<file path="config.mk">
export PLATFORM = sky130hd
export DESIGN_NAME = mem_access_sequencer_flat
export DESIGN_NICKNAME = d
export VERILOG_FILES = /design/src/rtl/mem_access_sequencer_if.sv /design/src/rtl/mem_access_sequencer.sv /design/src/flat_wrapper.sv
export SDC_FILE = /design/constraint.sdc
export NUM_CORES = 1
export LEC_CHECK = 0
export CAP_MARGIN = 10
export CORE_UTILIZATION = 49
export DETAILED_ROUTE_END_ITERATION = 16
export HOLD_SLACK_MARGIN = 0.06
export PLACE_DENSITY = 0.88
export SLEW_MARGIN = 30
export SYNTH_ARGS = -nofsm -noshare
export SYNTH_HDL_FRONTEND = slang
export SYNTH_SLANG_ARGS = --single-unit
</file>
<file path="constraint.sdc">
create_clock -name clk -period 10 [get_ports clk]
set_clock_uncertainty 0.15 [all_clocks]
set_input_delay 2.5 -clock clk [delete_from_list [all_inputs] [get_ports clk]]
set_output_delay 2.5 -clock clk [all_outputs]
set_load 0.02 [all_outputs]
</file>
<file path="src/rtl/mem_access_sequencer_if.sv">
// Bundle of the core-side request/response signals and the memory-side
// request/ack signals of the load/store sequencer.
//
// Handshake rules (valid/ready):
//   req_valid/req_ready: a request transfers on a rising edge where both are 1.
//     The core keeps the request fields stable until it sees rsp_valid.
//   rsp_valid: one-cycle strobe; rsp_rdata and rsp_fault are meaningful
//     only while it is 1.
//   mem_req/mem_ack: the memory completes on a rising edge where both are 1;
//     mem_we, mem_addr, mem_be and mem_wdata stay stable while mem_req is 1.
interface mem_access_sequencer_if;
  logic        req_valid;
  logic        req_wr;
  logic [31:0] req_addr;
  logic [31:0] req_wdata;
  logic        req_b_e;
  logic        req_h_e;
  logic        req_w_e;
  logic        req_unsigned;
  logic        req_ready;
  logic        stall;
  logic        rsp_valid;
  logic [31:0] rsp_rdata;
  logic        rsp_fault;
  logic        mem_req;
  logic        mem_we;
  logic [29:0] mem_addr;
  logic [3:0]  mem_be;
  logic [31:0] mem_wdata;
  logic        mem_ack;
  logic [31:0] mem_rdata;

  // Core and memory side together: drives requests and memory completions.
  modport master (
    output req_valid, req_wr, req_addr, req_wdata, req_b_e, req_h_e, req_w_e,
           req_unsigned, mem_ack, mem_rdata,
    input  req_ready, stall, rsp_valid, rsp_rdata, rsp_fault,
           mem_req, mem_we, mem_addr, mem_be, mem_wdata
  );

  // The sequencer itself.
  modport slave (
    input  req_valid, req_wr, req_addr, req_wdata, req_b_e, req_h_e, req_w_e,
           req_unsigned, mem_ack, mem_rdata,
    output req_ready, stall, rsp_valid, rsp_rdata, rsp_fault,
           mem_req, mem_we, mem_addr, mem_be, mem_wdata
  );
endinterface

</file>
<file path="src/rtl/mem_access_sequencer.sv">
// Load/store sequencer: accepts one core request, checks size/alignment,
// runs a single memory access with a timeout, and returns extended load data.
module mem_access_sequencer #(
  parameter int TIMEOUT = 255,
  parameter int CNT_W   = 8
) (
  input  logic                 clk,
  input  logic                 rst,
  mem_access_sequencer_if.slave bus,
  output logic [1:0]           dbg_state
);

  typedef enum logic [1:0] {
    IDLE   = 2'd0,
    ACCESS = 2'd1,
    RESP   = 2'd2
  } state_t;

  state_t             state;
  logic [31:0]        addr_q;
  logic [31:0]        wdata_q;
  logic               wr_q;
  logic               b_q;
  logic               h_q;
  logic               w_q;
  logic               uns_q;
  logic [CNT_W-1:0]   cnt;

  logic               legal;
  logic [3:0]         be_lat;
  logic [31:0]        wdata_lat;
  logic [31:0]        shifted;
  logic [31:0]        load_data;
  logic [CNT_W-1:0]   cnt_inc;

  // Request legality: exactly one size select and natural alignment.
  always_comb begin
    legal = 1'b0;
    case ({bus.req_b_e, bus.req_h_e, bus.req_w_e})
      3'b100:  legal = 1'b1;
      3'b010:  legal = ~bus.req_addr[0];
      3'b001:  legal = (bus.req_addr[1:0] == 2'b00);
      default: legal = 1'b0;
    endcase
  end

  // Byte strobes and lane-replicated store data, from latched fields only.
  always_comb begin
    be_lat    = 4'b0000;
    wdata_lat = wdata_q;
    if (b_q) begin
      be_lat    = 4'b0001 << addr_q[1:0];
      wdata_lat = {4{wdata_q[7:0]}};
    end else if (h_q) begin
      be_lat    = addr_q[1] ? 4'b1100 : 4'b0011;
      wdata_lat = {2{wdata_q[15:0]}};
    end else if (w_q) begin
      be_lat    = 4'b1111;
      wdata_lat = wdata_q;
    end
  end

  // Align the addressed lane of the memory word to bit 0, then extend.
  always_comb begin
    shifted   = bus.mem_rdata;
    load_data = bus.mem_rdata;
    if (b_q) begin
      shifted   = bus.mem_rdata >> {addr_q[1:0], 3'b000};
      load_data = uns_q ? {24'h0, shifted[7:0]} : {{24{shifted[7]}}, shifted[7:0]};
    end else if (h_q) begin
      shifted   = bus.mem_rdata >> {addr_q[1], 4'b0000};
      load_data = uns_q ? {16'h0, shifted[15:0]} : {{16{shifted[15]}}, shifted[15:0]};
    end
    if (wr_q) begin
      load_data = 32'h0;
    end
  end

  assign cnt_inc = cnt + 1'b1;

  // Memory-side outputs decode straight from state so a reset drops them at once.
  assign bus.mem_req   = (state == ACCESS);
  assign bus.mem_we    = (state == ACCESS) & wr_q;
  assign bus.mem_be    = (state == ACCESS) ? be_lat : 4'b0000;
  assign bus.mem_wdata = wdata_lat;
  assign bus.mem_addr  = addr_q[31:2];
  assign bus.req_ready = (state == IDLE);
  assign bus.stall     = ~rst & (((state == IDLE) & bus.req_valid) | (state == ACCESS));
  assign dbg_state     = state;

  // Sequencer FSM: request latch, timeout counter and registered response.
  always_ff @(posedge clk or posedge rst) begin
    if (rst) begin
      state         <= IDLE;
      addr_q        <= 32'h0;
      wdata_q       <= 32'h0;
      wr_q          <= 1'b0;
      b_q           <= 1'b0;
      h_q           <= 1'b0;
      w_q           <= 1'b0;
      uns_q         <= 1'b0;
      cnt           <= '0;
      bus.rsp_valid <= 1'b0;
      bus.rsp_fault <= 1'b0;
      bus.rsp_rdata <= 32'h0;
    end else begin
      case (state)
        IDLE: begin
          if (bus.req_valid) begin
            addr_q  <= bus.req_addr;
            wdata_q <= bus.req_wdata;
            wr_q    <= bus.req_wr;
            b_q     <= bus.req_b_e;
            h_q     <= bus.req_h_e;
            w_q     <= bus.req_w_e;
            uns_q   <= bus.req_unsigned;
            cnt     <= '0;
            if (legal) begin
              state <= ACCESS;
            end else begin
              // Illegal size/alignment never reaches memory.
              state         <= RESP;
              bus.rsp_valid <= 1'b1;
              bus.rsp_fault <= 1'b1;
              bus.rsp_rdata <= 32'h0;
            end
          end
        end
        ACCESS: begin
          if (bus.mem_ack) begin
            // A completion on the timeout cycle still counts as success.
            state         <= RESP;
            bus.rsp_valid <= 1'b1;
            bus.rsp_fault <= 1'b0;
            bus.rsp_rdata <= load_data;
          end else if (cnt_inc == CNT_W'(TIMEOUT)) begin
            state         <= RESP;
            cnt           <= cnt_inc;
            bus.rsp_valid <= 1'b1;
            bus.rsp_fault <= 1'b1;
            bus.rsp_rdata <= 32'h0;
          end else begin
            cnt <= cnt_inc;
          end
        end
        RESP: begin
          state         <= IDLE;
          bus.rsp_valid <= 1'b0;
          bus.rsp_fault <= 1'b0;
          bus.rsp_rdata <= 32'h0;
        end
        default: begin
          state <= IDLE;
        end
      endcase
    end
  end

endmodule

</file>
<file path="src/flat_wrapper.sv">
// flat-port wrapper written by rule: the top's interface ports become plain ports
module mem_access_sequencer_flat 
#(
  parameter int TIMEOUT = 255,
  parameter int CNT_W   = 8
)
  (clk, rst, dbg_state, bus_req_valid, bus_req_wr, bus_req_addr, bus_req_wdata, bus_req_b_e, bus_req_h_e, bus_req_w_e, bus_req_unsigned, bus_mem_ack, bus_mem_rdata, bus_req_ready, bus_stall, bus_rsp_valid, bus_rsp_rdata, bus_rsp_fault, bus_mem_req, bus_mem_we, bus_mem_addr, bus_mem_be, bus_mem_wdata);
  mem_access_sequencer_if bus_i ();
  input  logic clk;
  input  logic rst;
  output logic [1:0] dbg_state;
  input wire logic [$bits(bus_i.req_valid)-1:0] bus_req_valid;
  input wire logic [$bits(bus_i.req_wr)-1:0] bus_req_wr;
  input wire logic [$bits(bus_i.req_addr)-1:0] bus_req_addr;
  input wire logic [$bits(bus_i.req_wdata)-1:0] bus_req_wdata;
  input wire logic [$bits(bus_i.req_b_e)-1:0] bus_req_b_e;
  input wire logic [$bits(bus_i.req_h_e)-1:0] bus_req_h_e;
  input wire logic [$bits(bus_i.req_w_e)-1:0] bus_req_w_e;
  input wire logic [$bits(bus_i.req_unsigned)-1:0] bus_req_unsigned;
  input wire logic [$bits(bus_i.mem_ack)-1:0] bus_mem_ack;
  input wire logic [$bits(bus_i.mem_rdata)-1:0] bus_mem_rdata;
  output wire logic [$bits(bus_i.req_ready)-1:0] bus_req_ready;
  output wire logic [$bits(bus_i.stall)-1:0] bus_stall;
  output wire logic [$bits(bus_i.rsp_valid)-1:0] bus_rsp_valid;
  output wire logic [$bits(bus_i.rsp_rdata)-1:0] bus_rsp_rdata;
  output wire logic [$bits(bus_i.rsp_fault)-1:0] bus_rsp_fault;
  output wire logic [$bits(bus_i.mem_req)-1:0] bus_mem_req;
  output wire logic [$bits(bus_i.mem_we)-1:0] bus_mem_we;
  output wire logic [$bits(bus_i.mem_addr)-1:0] bus_mem_addr;
  output wire logic [$bits(bus_i.mem_be)-1:0] bus_mem_be;
  output wire logic [$bits(bus_i.mem_wdata)-1:0] bus_mem_wdata;
  assign bus_i.req_valid = bus_req_valid;
  assign bus_i.req_wr = bus_req_wr;
  assign bus_i.req_addr = bus_req_addr;
  assign bus_i.req_wdata = bus_req_wdata;
  assign bus_i.req_b_e = bus_req_b_e;
  assign bus_i.req_h_e = bus_req_h_e;
  assign bus_i.req_w_e = bus_req_w_e;
  assign bus_i.req_unsigned = bus_req_unsigned;
  assign bus_i.mem_ack = bus_mem_ack;
  assign bus_i.mem_rdata = bus_mem_rdata;
  assign bus_req_ready = bus_i.req_ready;
  assign bus_stall = bus_i.stall;
  assign bus_rsp_valid = bus_i.rsp_valid;
  assign bus_rsp_rdata = bus_i.rsp_rdata;
  assign bus_rsp_fault = bus_i.rsp_fault;
  assign bus_mem_req = bus_i.mem_req;
  assign bus_mem_we = bus_i.mem_we;
  assign bus_mem_addr = bus_i.mem_addr;
  assign bus_mem_be = bus_i.mem_be;
  assign bus_mem_wdata = bus_i.mem_wdata;
  mem_access_sequencer #(.TIMEOUT(TIMEOUT), .CNT_W(CNT_W)) u_core (.clk(clk), .rst(rst), .bus(bus_i), .dbg_state(dbg_state));
endmodule
</file>
== Word level (Yosys, flattened, before mapping) ==
Cells that the tools add are included.

* Flip-flop bits (word level): 113
* Input bits: 105
* Word-level logic and storage cells: 73

* $add $sub $neg: 1
* Equality and inequality tests: 10
* Shift operators: 3
* Muxes and demuxes: 33
* Bitwise logic cells: 6
* Reductions and logical operators: 8

{| class="wikitable"
|+ Operators with widths
! kind !! number
|-
| two-way mux 32 bit || 11
|-
| case mux 32 bit (3 select lines) || 1
|-
| right shift 32 x 5 -> 16 bit || 1
|-
| right shift 32 x 5 -> 8 bit || 1
|-
| two-way mux 4 bit || 5
|-
| two-way mux 8 bit || 2
|-
| case mux 8 bit (2 select lines) || 1
|-
| case mux 1 bit (3 select lines) || 3
|-
| adder 8 x 1 -> 8 bit, second input constant || 1
|-
| equality test 8 bit, second input constant || 1
|-
| two-way mux 2 bit || 4
|-
| != test 2 bit, second input constant || 3
|-
| two-way mux 1 bit || 5
|-
| zero test 2 bit || 2
|-
| case mux 2 bit (2 select lines) || 1
|-
| AND reduction 2 bit || 2
|-
| AND reduction 4 bit || 1
|-
| left shift 1 x 2 -> 4 bit, first input constant || 1
|-
| AND 1 bit || 3
|-
| equality test 3 x 1 -> 1 bit, second input constant || 1
|-
| equality test 3 x 2 -> 1 bit, second input constant || 1
|-
| equality test 3 bit, second input constant || 1
|-
| != test 3 x 2 -> 1 bit, second input constant || 1
|-
| AND reduction 3 bit || 1
|-
| 6 further kinds || 7
|}

== Logic depth before layout (Yosys ltp) ==
* Depth in word-level cells: 7
* Gate-level depth with buffers: 8
* Mapped depth without buffers: 7

== Worst setup path before layout ==
OpenSTA, ideal clock, no wires.

* Path kind: input-to-output
* Start point: input bus_req_valid
* End point: output bus_stall
* Arrival time: 3.371 ns
* Data required time: 7.350 ns
* Slack: 3.979 ns
* Stages: 5
* Cell sequence: and2_1 -> buf_2 -> clkbuf_1 -> nor2_1 -> nor2_1

* Longest elaborated chain between the ends: 3

{| class="wikitable"
|+ RTL lines
! what !! line !! RTL
|-
| start, declared || flat_wrapper.sv:12 || <nowiki>input wire logic [$bits(bus_i.req_valid)-1:0] bus_req_valid;</nowiki>
|-
| AND 1 bit || mem_access_sequencer.sv:88 || <nowiki>assign bus.stall = ~rst & (((state == IDLE) & bus.req_valid) | (state == ACCESS));</nowiki>
|-
| OR 1 bit || mem_access_sequencer.sv:88 ||
|-
| AND 1 bit || mem_access_sequencer.sv:88 ||
|-
| end, declared || flat_wrapper.sv:23 || <nowiki>output wire logic [$bits(bus_i.stall)-1:0] bus_stall;</nowiki>
|}

No other way between the ends.

== Worst setup path in the final report ==
Ends and elaborated chain as after synthesis.

==> results.cfg <==
[clock_network]
path_clk_slew_ps = 50
cts_resized = 0
htree_levels = 4
cts_max_path_buffers = 2
clkSinkCount = 113
hold_buffers = 0
post_cts_buffers = 0
clk_latency_ps = 410
numCtsBuffers = 17
cts_tree = done
cts_root_buffer = clkbuf_16

[floorplan]
std_cell_rows = 39
core_sq_mm = 0.0114
die-area_sq_mm = 0.0122
pin_count = 211
start_util_pct = 50.4
die_width_microns = 110
die_h_microns = 110

[layout]
nNetsFinal = 796
syn2layout_area_growth_pct = 43.2
layout-drive-gt1-share_pct = 18.0
layout_commonest_cell = clkdlybuf4s50_1
fin_cells = 844
mostFrequentLayoutCells = clkdlybuf4s50_1, dfrtp_1, mux2_2, nand2_1, o21ai_0
num_antenna_cells = 0
fillCellCount = 795

[logic_synthesis]
yosys.area.top_type = dfrtp_1
seq_area_frac_synth_pct = 49.2
synthArstFlopShare_pct = 100
synth_top_cell_area_share_pct = 49.2
synth_area_per_cell_sq_um = 11.0
synth_cell_types = 52
yosys-top-cells-area = dfrtp_1, mux2_2, buf_4
ys.flop_type = dfrtp_1
syn-num-nets = 629
synth_edf_count = 0
syn_area_sq_mm = 0.00575
ys_warn_count = 0
ys_seq_elements = 113
synthCells = 522

[placed_design]
dp_hpwl_mm = 10.7
place_congestion = 0.809
placed_cells = 813
dpl_worst_slack_ps = 3470
portBuffers = 210

[global_routing]
antenna_found_initial = 0
overflow = 0
grt_pass1_vias = 4813
grt_use_total_pct = 26.4
grt_max_degree = 80
grt_pass1_wl_mm = 24.1

[timing]
worst_slack_ps = 3450
fin_tns_setup_ps = 0
clock.fmax_ghz = 0.153
slew_headroom_pct = 39.1
slew_viol_final = 0
rsz0062_at_grt = no
setup_violations = 0
period_minus_slack_ps = 6550
hold_viol = 0
fin_crit_sh_pct = 65.5
worst_pin_slew_ps = 914
hold_ws_ps = 339

[worst_setup_path]
r2r_start = u_core.b_q
worstPathCellList = clkdlybuf4s50_1 -> and2_2 -> nor2_1 -> nor2_1 -> clkdlybuf4s50_1
critical_path.max_fanout = 3
critical_path_buf_inv_count = 2
worstSetupEndpointType = output port
crit_type = input port to output port
slowest_delay_ps = 600
slowest_stage = clkdlybuf4s50_1
crit_start = bus_req_valid
critPathLaunchType = input port
path_delay_family = buffers and inverters
crit_arrival_ps = 3900
worstPathRequired_ps = 7350

[routing]
route.met2.wl_mm = 7.86
via_per_inst = 5.55
met3RoutedLength_mm = 1.35
top_layer_used = met4
num_vias = 4687
postRouteAntennaNets = 0
wl_per_cell_microns = 18.6
drt_wl_total_mm = 15.7
drc = 0
first_pass_iters = 5
drt_iter0_markers = 244
drt-met1-wl_mm = 6.17

[min_path]
hold_class = flop to flop
hp-start = u_core.bus.rsp_rdata[31]

[power_and_ir_drop]
power.density_mw_per_mm2 = 336
leakage_nw = 3.48
peakVddDrop_mv = 0.272

[status]
run_status = complete, no violations

[run]
drv_cap = 0
## cells in the mapped netlist, types with 11 or more instances
master and number:
o2bb2ai_1 14, mux2i_1 17, mux2_2 60, a211oi_1 11
inv_1 13, o2bb2ai_2 17, nand2_1 60, o21ai_0 40
nor2_1 36, clkbuf_1 15, buf_4 40, dfrtp_1 113
## final cells by class
cell class / count / area (sq um) / area share, %
Clock buffer: 26 / 519 / 6.30
Clock inverter: 5 / 50.0 / 0.608
Inverter: 14 / 55.1 / 0.668
Multi-Input combinational cell: 328 / 2450 / 29.7
Sequential cell: 113 / 2830 / 34.3
Tap cell: 143 / 179 / 2.17
Timing Repair Buffer: 215 / 2160 / 26.2
## cell families (layout without fill, tap and decap cells)
group                    count (synthesis)  in the layout  share of synthesized area, %
AND/OR/NAND/NOR                        134            134                          10.7
multiplexers                            78             78                          14.9
AO/OA/AOI/OAI                          111            111                          15.9
buffers and inverters                   81            260                          8.46
adder cells (fa/ha/maj)                  2              2                         0.435
XOR/XNOR                                 3              3                         0.457
flip-flops                             113            113                          49.2
## registers in the layout, indices dropped and copies added, names as in the netlist
register and cells:
u_core.w_q 1, u_core.bus.rsp_rdata 32, u_core.b_q 1, u_core.wr_q 1, u_core.cnt 8, u_core.uns_q 1
u_core.bus.rsp_fault 1, u_core.h_q 1, u_core.addr_q 32, u_core.bus.rsp_valid 1, u_core.dbg_state 2, u_core.wdata_q 32
## worst reg2reg max path, delay by kind of cell (launching register included)
| kind | cells | cell delay [ps] |
|---|---|---|
| DFF | 1 | 760 |
| and+or+nand+nor | 1 | 510 |
| buffers and inverters | 1 | 360 |
| AOI/OAI and AO/OA | 3 | 1010 |
## layer usage
layer	up-vias	track usage [%]
li1	2146	-
met1	2281	32.3
met2	232	44.1
met3	28	7.29
met4	0	10.2
met5	-	0
## per-stage QoR
step | total power [mW] | area [sq um] | util (%)
global route | 2.92 | 8240 | 72.1
detailed placement | 2.18 | 7660 | 67.1
floorplan | 1.69 | 5750 | -
global placement | 2.12 | 7630 | 66.9
CTS | 2.78 | 8230 | 72.1
finish | 2.77 | 8240 | 72.1
## report_power, final
group	total, mW	switching, mW	internal (mW)	leakage [nW]
Combinational	1.38	0.712	0.664	1.78
Sequential	0.816	0.175	0.641	1.42
Clock	0.578	0.201	0.378	0.286
Total	2.77	1.09	1.68	3.48
## worst paths after layout
kind,slack (ps),endpoint,depth (start not counted)
setup / recovery,3450,bus_stall,5
hold / removal,340,u_core.bus.rsp_rdata[31],1
setup reg to reg,7080,u_core.bus.rsp_rdata[3],5
hold reg to reg,340,u_core.bus.rsp_rdata[31],1
max in group asynchronous,6080,u_core.cnt[1],3
min in group asynchronous,2420,u_core.addr_q[26],2
No activity file was read; power rests on OpenSTA's default activity.
